**config.mk**
```make
export PLATFORM = sky130hd
export DESIGN_NAME = au_mul_seq_flat
export DESIGN_NICKNAME = d
export VERILOG_FILES = /design/src/rtl/au_pkg.sv /design/src/rtl/au_mul_seq_if.sv /design/src/rtl/au_mul_seq_ctrl.sv /design/src/rtl/au_mul_seq.sv /design/src/flat_wrapper.sv
export SDC_FILE = /design/constraint.sdc
export NUM_CORES = 1
export LEC_CHECK = 0
export BUFFER_PORTS_ARGS = -buffer_cell sky130_fd_sc_hd__buf_2
export CAP_MARGIN = 20
export CELL_PAD_IN_SITES_DETAIL_PLACEMENT = 0
export CELL_PAD_IN_SITES_GLOBAL_PLACEMENT = 2
export CORE_ASPECT_RATIO = 0.5
export CORE_UTILIZATION = 26
export CTS_BUF_LIST = sky130_fd_sc_hd__clkbuf_4 sky130_fd_sc_hd__clkbuf_8
export DETAILED_ROUTE_END_ITERATION = 7
export PLACE_DENSITY_LB_ADDON = 0.1
export SYNTH_ARGS = -nofsm -noshare
export SYNTH_HDL_FRONTEND = slang
export SYNTH_SLANG_ARGS = --single-unit
```
**constraint.sdc**
```tcl
create_clock -name clk -period 4.2 [get_ports clk]
set_input_delay 0.42 -clock clk [delete_from_list [all_inputs] [get_ports clk]]
set_output_delay 0.42 -clock clk [all_outputs]
set_load 0.01 [all_outputs]
```
**src/rtl/au_pkg.sv**
```systemverilog
// Shared definitions for the add/sub unit and the sequential multiplier built on it.
package au_pkg;

    localparam logic [2:0] SEL_ADD = 3'b000;
    localparam logic [2:0] SEL_INC = 3'b010;
    localparam logic [2:0] SEL_SUB = 3'b100;
    localparam logic [2:0] SEL_DEC = 3'b110;

    localparam int AU_WIDTH = 32;
    localparam int AU_CNT_W = 6;

    typedef enum logic [1:0] {
        IDLE = 2'd0,
        RUN  = 2'd1,
        DONE = 2'd2
    } mul_state_t;

endpackage

```
**src/rtl/au_mul_seq_if.sv**
```systemverilog
// Request/response handshake bundle between the decode stage and the sequential multiplier.
interface au_mul_seq_if #(
    parameter int WIDTH = 32
);

    logic               req_valid;
    logic               req_ready;
    logic [WIDTH-1:0]   req_a;
    logic [WIDTH-1:0]   req_b;
    logic               rsp_valid;
    logic               rsp_ready;
    logic [2*WIDTH-1:0] rsp_prod;

    modport master (
        output req_valid, req_a, req_b, rsp_ready,
        input  req_ready, rsp_valid, rsp_prod
    );

    modport slave (
        input  req_valid, req_a, req_b, rsp_ready,
        output req_ready, rsp_valid, rsp_prod
    );

endinterface

```
**src/rtl/au_mul_seq_ctrl.sv**
```systemverilog
// Multiplier sequencing FSM and iteration counter; emits load/step strobes to the datapath.
module au_mul_seq_ctrl
    import au_pkg::*;
#(
    parameter int WIDTH = AU_WIDTH,
    parameter int CNT_W = AU_CNT_W
) (
    input  logic clk,
    input  logic reset,
    input  logic req_valid,
    input  logic rsp_ready,
    input  logic skip,
    output logic req_ready,
    output logic rsp_valid,
    output logic load,
    output logic step
);

    mul_state_t       state_q;
    mul_state_t       state_d;
    logic [CNT_W-1:0] cnt_q;
    logic             last;

    assign last = (cnt_q == CNT_W'(WIDTH - 1));

    always_ff @(posedge clk or posedge reset) begin
        if (reset) begin
            state_q <= IDLE;
            cnt_q   <= '0;
        end else begin
            state_q <= state_d;
            if (load)
                cnt_q <= '0;
            else if (step)
                cnt_q <= cnt_q + CNT_W'(1);
        end
    end

    // A zero-skip request bypasses RUN entirely.
    always_comb begin
        state_d = state_q;
        case (state_q)
            IDLE:    if (req_valid) state_d = skip ? DONE : RUN;
            RUN:     if (last) state_d = DONE;
            DONE:    if (rsp_ready) state_d = IDLE;
            default: state_d = IDLE;
        endcase
    end

    always_comb begin
        req_ready = 1'b0;
        rsp_valid = 1'b0;
        load      = 1'b0;
        step      = 1'b0;
        case (state_q)
            IDLE: begin
                req_ready = 1'b1;
                load      = req_valid;
            end
            RUN:     step      = 1'b1;
            DONE:    rsp_valid = 1'b1;
            default: ;
        endcase
    end

endmodule

```
**src/rtl/au_mul_seq.sv**
```systemverilog
// Shift-and-add unsigned multiplier that borrows the external au for each accumulate step.
// Optional: define AU_MUL_SEQ_ZERO_SKIP_EN to short-circuit zero operands straight to DONE.
module au_mul_seq
    import au_pkg::*;
#(
    parameter int WIDTH = AU_WIDTH,
    parameter int CNT_W = AU_CNT_W
) (
    input  logic             clk,
    input  logic             reset,
    au_mul_seq_if.slave      bus,
    output logic [WIDTH-1:0] au_a,
    output logic [WIDTH-1:0] au_b,
    output logic [2:0]       au_sel,
    input  logic [WIDTH-1:0] au_out,
    input  logic             au_cout
);

    logic [WIDTH-1:0] mcand;
    logic [WIDTH-1:0] hi;
    logic [WIDTH-1:0] lo;
    logic             load;
    logic             step;
    logic             skip;

`ifdef AU_MUL_SEQ_ZERO_SKIP_EN
    assign skip = (bus.req_a == '0) || (bus.req_b == '0);
`else
    assign skip = 1'b0;
`endif

    au_mul_seq_ctrl #(
        .WIDTH (WIDTH),
        .CNT_W (CNT_W)
    ) u_ctrl (
        .clk       (clk),
        .reset     (reset),
        .req_valid (bus.req_valid),
        .rsp_ready (bus.rsp_ready),
        .skip      (skip),
        .req_ready (bus.req_ready),
        .rsp_valid (bus.rsp_valid),
        .load      (load),
        .step      (step)
    );

    // The au sum is W+1 bits {cout,out}; shifting it right by one folds its LSB into lo.
    always_ff @(posedge clk or posedge reset) begin
        if (reset) begin
            mcand <= '0;
            hi    <= '0;
            lo    <= '0;
        end else if (load) begin
            mcand <= bus.req_a;
            hi    <= '0;
            lo    <= skip ? '0 : bus.req_b;
        end else if (step) begin
            hi <= {au_cout, au_out[WIDTH-1:1]};
            lo <= {au_out[0], lo[WIDTH-1:1]};
        end
    end

    assign au_a   = step ? hi : '0;
    assign au_b   = (step && lo[0]) ? mcand : '0;
    assign au_sel = SEL_ADD;

    assign bus.rsp_prod = {hi, lo};

endmodule

```
**src/flat_wrapper.sv**
```systemverilog
// flat-port wrapper written by rule: the top's interface ports become plain ports
module au_mul_seq_flat import au_pkg::*;
#(
    parameter int WIDTH = AU_WIDTH,
    parameter int CNT_W = AU_CNT_W
)
  (clk, reset, au_a, au_b, au_sel, au_out, au_cout, bus_req_valid, bus_req_a, bus_req_b, bus_rsp_ready, bus_req_ready, bus_rsp_valid, bus_rsp_prod);
  au_mul_seq_if #(.WIDTH(WIDTH)) bus_i ();
  input  logic clk;
  input  logic reset;
  output logic [WIDTH-1:0] au_a;
  output logic [WIDTH-1:0] au_b;
  output logic [2:0] au_sel;
  input  logic [WIDTH-1:0] au_out;
  input  logic au_cout;
  input wire logic [$bits(bus_i.req_valid)-1:0] bus_req_valid;
  input wire logic [$bits(bus_i.req_a)-1:0] bus_req_a;
  input wire logic [$bits(bus_i.req_b)-1:0] bus_req_b;
  input wire logic [$bits(bus_i.rsp_ready)-1:0] bus_rsp_ready;
  output wire logic [$bits(bus_i.req_ready)-1:0] bus_req_ready;
  output wire logic [$bits(bus_i.rsp_valid)-1:0] bus_rsp_valid;
  output wire logic [$bits(bus_i.rsp_prod)-1:0] bus_rsp_prod;
  assign bus_i.req_valid = bus_req_valid;
  assign bus_i.req_a = bus_req_a;
  assign bus_i.req_b = bus_req_b;
  assign bus_i.rsp_ready = bus_rsp_ready;
  assign bus_req_ready = bus_i.req_ready;
  assign bus_rsp_valid = bus_i.rsp_valid;
  assign bus_rsp_prod = bus_i.rsp_prod;
  au_mul_seq #(.WIDTH(WIDTH), .CNT_W(CNT_W)) u_core (.clk(clk), .reset(reset), .bus(bus_i), .au_a(au_a), .au_b(au_b), .au_sel(au_sel), .au_out(au_out), .au_cout(au_cout));
endmodule
```
After elaboration in Yosys (flattened, before gate mapping)
Cells that the tools add are included.
Word-level totals
  register bits after elaboration: 104
  input bits: 101
  output and inout bits: 133
  word-level logic and storage cells: 32
Operators by class
  add/sub/neg operators: 1
  equality and inequality tests: 6
  mux-type cells: 16
  reductions and logical operators: 4
Operators by type and width (number)
  32-bit two-way mux: 6
  6-bit two-way mux: 2
  6-bit by 1-bit adder with 6-bit output (second input constant): 1
  6-bit by 5-bit equality test with 1-bit output (second input constant): 1
  2-bit two-way mux: 3
  2-bit != test (second input constant): 3
  2-bit one-hot mux with 3 select lines: 1
  1-bit two-way mux: 4
  3-bit AND reduction: 1
  2-bit by 1-bit equality test with 1-bit output (second input constant): 1
  2-bit equality test (second input constant): 1
  2-bit zero test: 1
  2-bit nonzero test: 1
  1-bit logical AND: 1

Depth between registers and ports, before layout
Gate-level depths: netlist of the first run.
  word-level depth: 4
  depth in mapped cells: 6
  gate-level depth less buffers: 4

Hierarchy
Synthesis of the first run repeated with hierarchy kept, for this count alone.
Unflattened totals
  cell total of the unflattened synthesis: 429
  area, all modules: 4825.9 um2
By module, submodules not included
  au_mul_seq: instances 1, cells each 388, area each 4416.7 um2, sequential area each 2402.3 um2
  au_mul_seq_ctrl: instances 1, cells each 41, area each 409.1 um2, sequential area each 200.2 um2

Worst setup path after synthesis of the first run
Ideal clock, no wire load.
  path type: register -> output
  start: register u_core.u_ctrl.state_q[0]
  end: output au_a[27]
  data arrival time: 1.174 ns
  data required time: 3.780 ns
  setup slack: 2.606 ns
  stages on the path, launching flop included: 6
  buffers on the path: 3
  cells stage by stage: dfrtp_1 > nor2b_1 > buf_2 > buf_4 > buf_4 > and2_1
On the way
  cells in the longest elaborated chain, start to end: 3
Ends and longest elaborated chain
  from (decl): RTL line au_mul_seq_ctrl.sv:19  | mul_state_t state_q;
  from (signal assigned): RTL line au_mul_seq_ctrl.sv:31  | state_q <= state_d;
  2-bit by 1-bit equality test with 1-bit output: RTL line au_mul_seq_ctrl.sv:55  | case (state_q)
  1-bit two-way mux: RTL line au_mul_seq_ctrl.sv:55
  32-bit two-way mux: RTL line au_mul_seq.sv:63  | assign au_a = step ? hi : '0;
  to (decl): RTL line flat_wrapper.sv:11  | output logic [WIDTH-1:0] au_a;
Every way passes these cells.

Worst setup path after layout of the first run
  start: register u_core.u_ctrl.state_q[0]
  end: output au_b[24]
On the way
  cells in the longest elaborated chain, start to end: 4
Ends and longest elaborated chain
  2-bit by 1-bit equality test with 1-bit output: RTL line au_mul_seq_ctrl.sv:55
  1-bit two-way mux: RTL line au_mul_seq_ctrl.sv:55
  1-bit logical AND: RTL line au_mul_seq.sv:64  | assign au_b = (step && lo[0]) ? mcand : '0;
  32-bit two-way mux: RTL line au_mul_seq.sv:64
  to (decl): RTL line flat_wrapper.sv:12  | output logic [WIDTH-1:0] au_b;
Every way passes these cells.

==> results.json, run 1 <==
{
  "run_status": "finished clean",
  "worstPathMaxFanout": 31,
  "gp_congestion": 0.710,
  "synth.most_common_cell": "sky130_fd_sc_hd__nand2_1",
  "timing.slew.headroom_pct": 39.3,
  "detailroute.wirelength.met2_um": 6220,
  "critical_path_required_ns": 3.78,
  "1st_iter_drt_viols": 134,
  "area_growth_syn_to_layout_pct": 31.4,
  "power.density_nw_per_um2": 746,
  "end_kind": "output pin",
  "post_drt_via_cell_ratio": 4.35,
  "coreArea_um2": 17500,
  "cts.htree.levels": 3,
  "period_minus_slack_ns": 2.24,
  "synthArstFlopShare_pct": 100,
  "cts_num_sinks": 104,
  "final.setup_skew_ns": 0.0146,
  "postSynthCellCount": 533,
  "setup_tns_after_final_layout_ns": 0,
  "floorplan.die.height_um": 97.2,
  "n_fill_cell": 1938,
  "final_cells": 982,
  "detailroute.via_count": 4270,
  "die_span_in_x_um": 192,
  "edff_count_synth": 0,
  "area_of_combinational_cells_with_multiple_inputs_um2": 1860,
  "final_net_count": 845,
  "synth.top_cells.by_area": "sky130_fd_sc_hd__dfrtp_1 55%, sky130_fd_sc_hd__nand2_1 18%, sky130_fd_sc_hd__a22oi_1 5.1%, sky130_fd_sc_hd__and2_1 4.3%, sky130_fd_sc_hd__and3_1 4.3%",
  "final-setup-viol-count": 0,
  "synth_top_area_cell": "sky130_fd_sc_hd__dfrtp_1",
  "detail_route.wirelength.met1_um": 6710,
  "timing.critical_path.arrival_ns": 1.82,
  "p_leak_nw": 3.58,
  "ys_seq_area_share_pct": 55.3,
  "fp.dieArea_um2": 18700,
  "worst_setup_path_start_kind": "flip-flop",
  "worstSetupPathType": "flip-flop to output pin",
  "n_antenna_cell": 0,
  "path_clk_slew_ns": 0.11,
  "synth_area_per_cell_um2": 8.84,
  "number_of_warnings_reported_in_the_yosys_synthesis_log": 0,
  "grt_antenna_before_repair": 1,
  "rows": 34,
  "postLayoutSetupSlackWorst_ns": 1.96,
  "peakVddDrop_v": 0.000252,
  "cts.repair.resized": 0,
  "synth.cell_area_um2": 4710,
  "cts_root_buffer": "sky130_fd_sc_hd__clkbuf_8",
  "unique_masters_post_synth": 30,
  "final_layout_size_suffix_gt1_share_pct": 35.0,
  "top_layer": "met5",
  "max_slew_violation_total_from_the_final_report": 0,
  "worst_slew_pin_slew_ns": 0.910,
  "finalWirelength_um": 13900,
  "holdBufCountCts": 0,
  "post-cts-setup-buffer-count": 0,
  "global_route.usage.total_pct": 15.0,
  "overflow": 0,
  "hp-class": "input port to flip-flop",
  "cts-root-to-sink-buffers": 2,
  "tritoncts": "yes",
  "wire_per_inst_um": 14.2,
  "grt_setup_unrepaired": "no",
  "synth.ff_latch_count": 104,
  "route.met3.wl_um": 943,
  "clkLatencyLatePin_ns": 0.37,
  "largest_net_degree_at_the_start_of_global_routing": 77,
  "regArea_um2": 2600,
  "yosys_most_used_dff": "sky130_fd_sc_hd__dfrtp_1",
  "start_util_pct": 26.9,
  "grt_pass1_vias": 4187,
  "power_mw": 4.62,
  "drc": 0,
  "yosys.area.top_type_share_pct": 55.3,
  "hold_viol": 0,
  "whs_ns": 0.225,
  "yosys-top-cells-count": "230 x sky130_fd_sc_hd__nand2_1, 104 x sky130_fd_sc_hd__dfrtp_1, 36 x sky130_fd_sc_hd__nand3_1",
  "final.period_utilization_pct": 53.3,
  "drt_pass1_iterations": 4,
  "dpl_worst_slack_ns": 2.13,
  "top_level_ports": 234,
  "number_of_buffers_created_by_cts": 9,
  "grt_pass1_wl_um": 22200,
  "max_freq_ghz": 0.447,
  "place_hpwl_um": 9500,
  "postRouteAntennaNets": 0,
  "post-place-cells": 966,
  "cap_viol_max_count": 0,
  "port-buffer-count": 230
}
==> power breakdown <==
part,switching (mW),internal (mW)
combinational,1.29,0.924
sequential,0.341,1.45
clock,0.364,0.245
==> per-layer routing <==
layer | vias up | track usage [%]
li1 | 2135 | -
met1 | 2004 | 20.5
met2 | 122 | 23.6
met3 | 7 | 4.55
met4 | 2 | 2.73
met5 | - | 0
==> sequential cells by signal, indices dropped and copies added (netlist names) <==
name,cells
u_core.hi,32
u_core.lo,32
u_core.mcand,32
u_core.u_ctrl.cnt_q,6
u_core.u_ctrl.state_q,2
==> final timing paths <==
check | from | end | slack (ns) | cells after the start
max in group asynchronous | reset | u_core.u_ctrl.cnt_q[1]$_DFFE_PP0P_ | 2.91 | 3
min in group asynchronous | reset | u_core.mcand[18]$_DFFE_PP0P_ | 0.24 | 2
worst max register to register | u_core.u_ctrl.state_q[0]$_DFFE_PP0P_ | u_core.u_ctrl.cnt_q[5]$_DFFE_PP0P_ | 2.15 | 4
worst min register to register | u_core.mcand[31]$_DFFE_PP0P_ | u_core.mcand[31]$_DFFE_PP0P_ | 0.47 | 2
worst max-delay path | u_core.u_ctrl.state_q[0]$_DFFE_PP0P_ | au_b[24] | 1.96 | 4
worst min-delay path | au_out[26] | u_core.hi[25]$_DFFE_PP0P_ | 0.23 | 3
==> kinds of logic after synthesis <==
logic type                 share of synthesized area, %
adders and majority gates                         0.266
DFF                                                55.3
buffers and inverters                              5.61
xor gates and xnor gates                          0.186
other                                            0.0796
and+or+nand+nor                                    31.7
AOI/OAI and AO/OA                                  6.93
==> cells in the final DEF, fill, tap and decap left out, types with 2 or more instances in the layout <==
cell,n
sky130_fd_sc_hd__a22oi_1,32
sky130_fd_sc_hd__a21oi_1,2
sky130_fd_sc_hd__inv_6,2
sky130_fd_sc_hd__conb_1,3
sky130_fd_sc_hd__or3b_2,2
sky130_fd_sc_hd__clkinv_4,2
sky130_fd_sc_hd__nand2_1,230
sky130_fd_sc_hd__o21ai_0,3
sky130_fd_sc_hd__nand3_1,36
sky130_fd_sc_hd__and3_1,32
sky130_fd_sc_hd__buf_4,8
sky130_fd_sc_hd__clkbuf_8,10
sky130_fd_sc_hd__dfrtp_1,104
sky130_fd_sc_hd__inv_1,2
sky130_fd_sc_hd__buf_2,230
sky130_fd_sc_hd__and2_1,32
==> layout make-up <==
type                            instances  area share [%]
Timing Repair Buffer                  239            19.9
Sequential cell                       104            42.1
Inverter                                3           0.222
Multi-Input combinational cell        386            30.1
Clock buffer                           11            2.35
Tap cell                              234            4.73
Clock inverter                          5           0.647
==> worst max-delay path, stage by stage, from the launching register on <==
cell and delay [ns]:
sky130_fd_sc_hd__dfrtp_1 0.49, sky130_fd_sc_hd__nor2b_4 0.24, sky130_fd_sc_hd__buf_4 0.33, sky130_fd_sc_hd__and3_1 0.23, sky130_fd_sc_hd__buf_2 0.14
==> per-stage QoR <==
step,utilization [%],instance area (µm²)
3_5_place_dp,34.3,6000
4_1_cts,35.3,6190
6_report,35.3,6190
3_3_place_gp,34.3,6000
2_1_floorplan,-,4720
5_1_grt,35.3,6190
Note: power is estimated with default switching activity, not from simulation.
==> inputs of run 2 (changes only) <==
- clock period: 4.2 -> 2.1 ns (I/O delays scaled with it)
==> run 2 against run 1 <==
The run now ends with negative hold slack left. First-iteration DRC count rose by 14%. Critical path depth did not move. Sequential share of layout area fell by 2.7 points. Via count rose by 4.5%.
==> results.json, run 2 (synthesis results as in run 1) <==
{
  "run_status": "finished, violations left",
  "violated_checks": "negative hold slack",
  "crit_family": "simple AND/OR/NAND/NOR gates",
  "grt_antenna_before_repair": 1,
  "power.density_nw_per_um2": 1420,
  "place_hpwl_um": 9370,
  "max_freq_ghz": 0.507,
  "drt_pass1_iterations": 4,
  "timing.critical_path.arrival_ns": 1.76,
  "largest_net_degree_at_the_start_of_global_routing": 105,
  "detailroute.via_count": 4464,
  "layout.cells.most_common_list": "230 x sky130_fd_sc_hd__nand2_1, 230 x sky130_fd_sc_hd__buf_2, 102 x sky130_fd_sc_hd__dfrtp_1",
  "start_util_pct": 26.9,
  "post-cts-setup-buffer-count": 0,
  "cts_num_sinks": 104,
  "tritoncts": "yes",
  "max_slew_violation_total_from_the_final_report": 0,
  "overflow": 0,
  "seq_power_share_pct": 37.8,
  "final.setup_skew_ns": 0.00888,
  "internal_power_mw": 5.41,
  "end_kind": "output pin",
  "rows": 34,
  "p_leak_nw": 3.76,
  "peakVddDrop_v": 0.000539,
  "cts-root-to-sink-buffers": 2,
  "whs_ns": -0.00874,
  "worstPathMaxFanout": 87,
  "worst_setup_path_start_kind": "flip-flop",
  "combinational_fraction_of_design_power_pct": 48.8,
  "max_stage_delay_ns": 0.44,
  "pwr-share-clk_pct": 13.4,
  "path_clk_slew_ns": 0.10,
  "postRouteAntennaNets": 0,
  "post_drt_via_cell_ratio": 4.36,
  "n_antenna_cell": 0,
  "wire_per_inst_um": 13.8,
  "gp_congestion": 0.695,
  "regArea_um2": 2610,
  "timing.slew.headroom_pct": 61.7,
  "top_level_ports": 234,
  "cp.buffers_inverters": 2,
  "cap_viol_max_count": 0,
  "largestRegisters": "u_core.hi x32, u_core.lo x32, u_core.mcand x32",
  "fp.dieArea_um2": 18700,
  "cts.htree.levels": 3,
  "coreArea_um2": 17500,
  "port-buffer-count": 230,
  "critical-path-slowest-cell": "sky130_fd_sc_hd__dfrtp_2",
  "cts_root_buffer": "sky130_fd_sc_hd__clkbuf_8",
  "critical_path_required_ns": 1.89,
  "die_span_in_x_um": 192,
  "hp-class": "input port to async pin",
  "final.period_utilization_pct": 94.0,
  "clkLatencyLatePin_ns": 0.38,
  "number_of_buffers_created_by_cts": 9,
  "power.switching_mw": 3.98,
  "area_growth_syn_to_layout_pct": 40.7,
  "final_layout_size_suffix_gt1_share_pct": 33.8,
  "finalWirelength_um": 14100,
  "n_fill_cell": 1863,
  "sw_frac_of_total_pct": 42.4,
  "final-setup-viol-count": 0,
  "worstSetupPathType": "flip-flop to output pin",
  "worst_slew_pin_slew_ns": 0.575,
  "floorplan.die.height_um": 97.2,
  "grt_setup_unrepaired": "no",
  "global_route.usage.total_pct": 15.6,
  "drc": 0,
  "crit_chain": "nor2b_4 -> buf_12 -> and3_1 -> buf_2",
  "final_net_count": 886,
  "grt_pass1_vias": 4439,
  "period_minus_slack_ns": 1.97,
  "setup_tns_after_final_layout_ns": 0,
  "hold_viol": 14,
  "grt_pass1_wl_um": 23000,
  "area_of_combinational_cells_with_multiple_inputs_um2": 1860,
  "1st_iter_drt_viols": 153
}
## run 2: cell types whose count changed in the layout (fill, tap and decap cells not counted), sizes merged
| cell | before | now |
|---|---|---|
| inv | 5 | 2 |
| clkinvlp | 0 | 2 |
| dlygate4sd3 | 0 | 38 |
| clkbuf | 11 | 14 |
| clkinv | 3 | 1 |
| buf | 239 | 242 |
## run 2: layout make-up
| class | count | area share, % |
|---|---|---|
| inverters | 3 | 0.227 |
| well taps | 234 | 4.42 |
| flip-flops and latches | 104 | 39.3 |
| repair buffers | 280 | 25.0 |
| clock buffers | 14 | 2.72 |
| clock inverters | 2 | 0.189 |
| multi-input cells | 386 | 28.1 |
## run 2: final timing paths
kind                                                 startpoint  slack (ns)                                    to  cells after the start
min in group clk                                  bus_req_a[31]        0.02          u_core.mcand[31]$_DFFE_PP0P_                      3
hold / removal                                            reset      -0.009             u_core.lo[28]$_DFFE_PP0P_                      3
setup / recovery           u_core.u_ctrl.state_q[0]$_DFFE_PP0P_        0.13                              au_b[21]                      4
hold reg to reg                    u_core.mcand[17]$_DFFE_PP0P_        0.47          u_core.mcand[17]$_DFFE_PP0P_                      2
setup reg to reg           u_core.u_ctrl.state_q[0]$_DFFE_PP0P_        0.44          u_core.mcand[18]$_DFFE_PP0P_                      4
max in group asynchronous                                 reset        1.67  u_core.u_ctrl.state_q[1]$_DFFE_PP0P_                      3
## run 2: repair_timing
item                                    4_1_cts  5_1_grt
endpoints found under the setup margin        0       28
gates resized for setup                       0        2
hold buffers                                 38        0
hold endpoints to repair                     38        0
## run 2: power by group through the flow
stage	clock [mW]	combinational [mW]	sequential [mW]
floorplan	0	2.69	3.70
global placement	0	4.60	3.60
detailed placement	0	4.64	3.59
CTS	1.33	4.70	3.56
global route	1.40	5.20	3.71
finish	1.26	4.58	3.55
## run 2: layer usage
metal  GRT usage (%)  part of all wire (%)  vias to the layer above
met5               0                     0                        -
li1                -                     -                     2219
met2            23.5                    44                      124
met4            3.09                  0.74                        0
met3            4.84                   7.1                        9
met1            21.9                    49                     2112
## run 2: worst min-delay path, stage by stage
cell,delay [ns]
sky130_fd_sc_hd__buf_2,0.11
sky130_fd_sc_hd__clkinvlp_4,0.07
sky130_fd_sc_hd__buf_12,0.44
## run 2: through the flow
| step | setup slack [ns] | total power, mW | cells | util, % | area, µm² |
|---|---|---|---|---|---|
| 3_3_place_gp | 0.460 | 8.21 | 969 | 34.5 | 6050 |
| 3_5_place_dp | 0.444 | 8.23 | 969 | 34.5 | 6050 |
| 6_report | 0.126 | 9.39 | 1023 | 37.8 | 6630 |
| 4_1_cts | 0.0455 | 9.59 | 1023 | 37.8 | 6630 |
| 5_1_grt | 0.0106 | 10.3 | 1023 | 37.8 | 6630 |
| 2_1_floorplan | 0.644 | 6.39 | 535 | - | 4720 |
==> inputs of run 3 (changes only) <==
- ABC_AREA: unset -> 1
- ABC_CLOCK_PERIOD_IN_PS: unset -> 2100
- CORE_UTILIZATION: 26 -> 25
==> run 3 against run 2 <==
The run now ends clean. Sequential cell count unchanged. Area after synthesis fell by 1.5%. Non-clock buffer count down 40. Hold slack improved by 0.046 ns. Critical path type unchanged.
==> results.json, run 3 <==
{
  "worstPathMaxFanout": 35,
  "critical_path_required_ns": 1.89,
  "final.period_utilization_pct": 88.5,
  "cts-root-to-sink-buffers": 2,
  "port-buffer-count": 230,
  "global_route.usage.total_pct": 15.5,
  "final_net_count": 898,
  "drc": 0,
  "path_clk_slew_ns": 0.10,
  "regArea_um2": 2600,
  "yosys_most_used_dff": "sky130_fd_sc_hd__dfrtp_1",
  "place_hpwl_um": 9820,
  "edff_count_synth": 0,
  "peakVddDrop_v": 0.000262,
  "start_util_pct": 26.1,
  "clkLatencyLatePin_ns": 0.37,
  "p_leak_nw": 3.52,
  "yosys.area.top_type_share_pct": 56.1,
  "postSynthCellCount": 576,
  "synth.ff_latch_count": 104,
  "n_antenna_cell": 0,
  "final_design_area_no_fill_um2": 6180,
  "floorplan.die.height_um": 98.3,
  "largest_net_degree_at_the_start_of_global_routing": 70,
  "rows": 34,
  "postRouteAntennaNets": 0,
  "run_status": "finished clean",
  "grt_pass1_vias": 4401,
  "grt_pass1_wl_um": 23400,
  "final.setup_skew_ns": 0.00720,
  "post_drt_via_cell_ratio": 4.14,
  "wire_per_inst_um": 13.7,
  "fp.dieArea_um2": 19100,
  "max_freq_ghz": 0.538,
  "yosys-top-cells-count": "181 x sky130_fd_sc_hd__nand2_1, 104 x sky130_fd_sc_hd__dfrtp_1, 72 x sky130_fd_sc_hd__inv_1",
  "final-setup-viol-count": 0,
  "worst_setup_path_start_kind": "flip-flop",
  "hold_viol": 0,
  "tritoncts": "yes",
  "ys_seq_area_share_pct": 56.1,
  "synth.top_cells.by_area": "sky130_fd_sc_hd__dfrtp_1 56%, sky130_fd_sc_hd__nand2_1 15%, sky130_fd_sc_hd__o21ai_0 6.7%, sky130_fd_sc_hd__inv_1 5.8%, sky130_fd_sc_hd__nor2_1 5.7%",
  "power_mw": 3.58,
  "synth.most_common_cell": "sky130_fd_sc_hd__nand2_1",
  "grt_setup_unrepaired": "no",
  "n_fill_cell": 1936,
  "gp_congestion": 0.710,
  "detailroute.via_count": 4280,
  "synth_area_per_cell_um2": 8.05,
  "max_slew_violation_total_from_the_final_report": 0,
  "number_of_buffers_created_by_cts": 9,
  "layout.cells.most_common_list": "230 x sky130_fd_sc_hd__buf_2, 181 x sky130_fd_sc_hd__nand2_1, 104 x sky130_fd_sc_hd__dfrtp_1",
  "power.density_nw_per_um2": 578,
  "final_design_utilization_pct": 34.9,
  "whs_ns": 0.0375,
  "area_of_combinational_cells_with_multiple_inputs_um2": 1560,
  "1st_iter_drt_viols": 158,
  "cts_num_sinks": 104,
  "most_frequent_standard_cell_in_the_layout_excluding_fill_and_tap_cells": "sky130_fd_sc_hd__buf_2",
  "post-place-cells": 1017,
  "setup_tns_after_final_layout_ns": 0,
  "synth_top_area_cell": "sky130_fd_sc_hd__dfrtp_1",
  "dpl_worst_slack_ns": 0.436,
  "unique_masters_post_synth": 23,
  "cap_viol_max_count": 0,
  "end_kind": "output pin",
  "final_layout_size_suffix_gt1_share_pct": 32.5,
  "finalWirelength_um": 14200,
  "coreArea_um2": 17700,
  "worstSetupPathType": "flip-flop to output pin",
  "cts.htree.levels": 3,
  "placed_instance_area_um2": 5990,
  "cts_root_buffer": "sky130_fd_sc_hd__clkbuf_8",
  "postLayoutSetupSlackWorst_ns": 0.242,
  "top_level_ports": 234,
  "drt_pass1_iterations": 4,
  "number_of_warnings_reported_in_the_yosys_synthesis_log": 0,
  "grt_antenna_before_repair": 0,
  "overflow": 0,
  "post-cts-setup-buffer-count": 0,
  "period_minus_slack_ns": 1.86,
  "synthArstFlopShare_pct": 100,
  "area_growth_syn_to_layout_pct": 33.3,
  "timing.critical_path.arrival_ns": 1.65,
  "synth.cell_area_um2": 4640,
  "hp-class": "input port to flip-flop",
  "die_span_in_x_um": 195,
  "final_cells": 1033,
  "largestRegisters": "u_core.hi x32, u_core.lo x32, u_core.mcand x32"
}
-- run 3: cell count changes after synthesis, sizes merged, moves of 10 or more --
cell | previous run | this run
nor2 | 1 | 72
o21ai | 3 | 68
a22oi | 32 | 0
and3 | 32 | 0
inv | 3 | 74
and2 | 32 | 0
nand2 | 230 | 184
clkbuf | 12 | 2
-- run 3: worst paths after layout --
kind / depth (start not counted) / from / to / slack (ns)
max in group asynchronous: 4 / reset / u_core.lo[26]$_DFFE_PP0P_ / 1.13
hold reg to reg: 2 / u_core.u_ctrl.cnt_q[1]$_DFFE_PP0P_ / u_core.u_ctrl.cnt_q[1]$_DFFE_PP0P_ / 0.51
setup reg to reg: 6 / u_core.u_ctrl.state_q[1]$_DFFE_PP0P_ / u_core.u_ctrl.state_q[1]$_DFFE_PP0P_ / 0.64
hold / removal: 3 / bus_req_b[6] / u_core.lo[6]$_DFFE_PP0P_ / 0.04
setup / recovery: 5 / u_core.u_ctrl.state_q[1]$_DFFE_PP0P_ / au_a[13] / 0.24
min in group asynchronous: 3 / reset / u_core.hi[22]$_DFFE_PP0P_ / 0.37
-- run 3: logic make-up (layout without fill, tap and decap cells) --
kind of cell	count (synthesis)	count (layout)	synth area share, %
and+or+nand+nor	293	293	25.2
other	1	3	0.0809
DFF	104	104	56.1
buffers and inverters	107	328	10.6
adders and majority gates	1	1	0.270
AOI/OAI and AO/OA	70	70	7.74
-- run 3: worst max-delay path, stage by stage (launching register included) --
cell	delay, ns
sky130_fd_sc_hd__dfrtp_1	0.42
sky130_fd_sc_hd__inv_1	0.12
sky130_fd_sc_hd__nand2_4	0.09
sky130_fd_sc_hd__buf_4	0.37
sky130_fd_sc_hd__nor2_1	0.09
sky130_fd_sc_hd__buf_2	0.16
-- run 3: timing repair --
item,in CTS,in global routing
hold buffers,2,0
gates resized for setup,1,0
hold endpoints to repair,14,0
endpoints found under the setup margin,1,0
-- run 3: area by class of cell --
cell class | instances | area share (%)
Clock inverter | 1 | 0.0809
Sequential cell | 104 | 42.1
Inverter | 74 | 4.59
Tap cell | 234 | 4.73
Clock buffer | 13 | 2.59
Timing Repair Buffer | 240 | 20.7
Multi-Input combinational cell | 367 | 25.2
-- run 3: power by group --
| part | switching, mW | internal, mW |
|---|---|---|
| Clock | 0.666 | 0.491 |
| Sequential | 0.0409 | 2.06 |
| Combinational | 0.169 | 0.145 |
| Total | 0.876 | 2.70 |
-- run 3: metal layers --
metal	vias up	wire [µm]	global-route usage (%)
li1	2175	-	-
met1	1967	6700	19.7
met2	129	6200	24.9
met3	9	1190	6.42
met4	0	97	2.75
met5	-	0	0
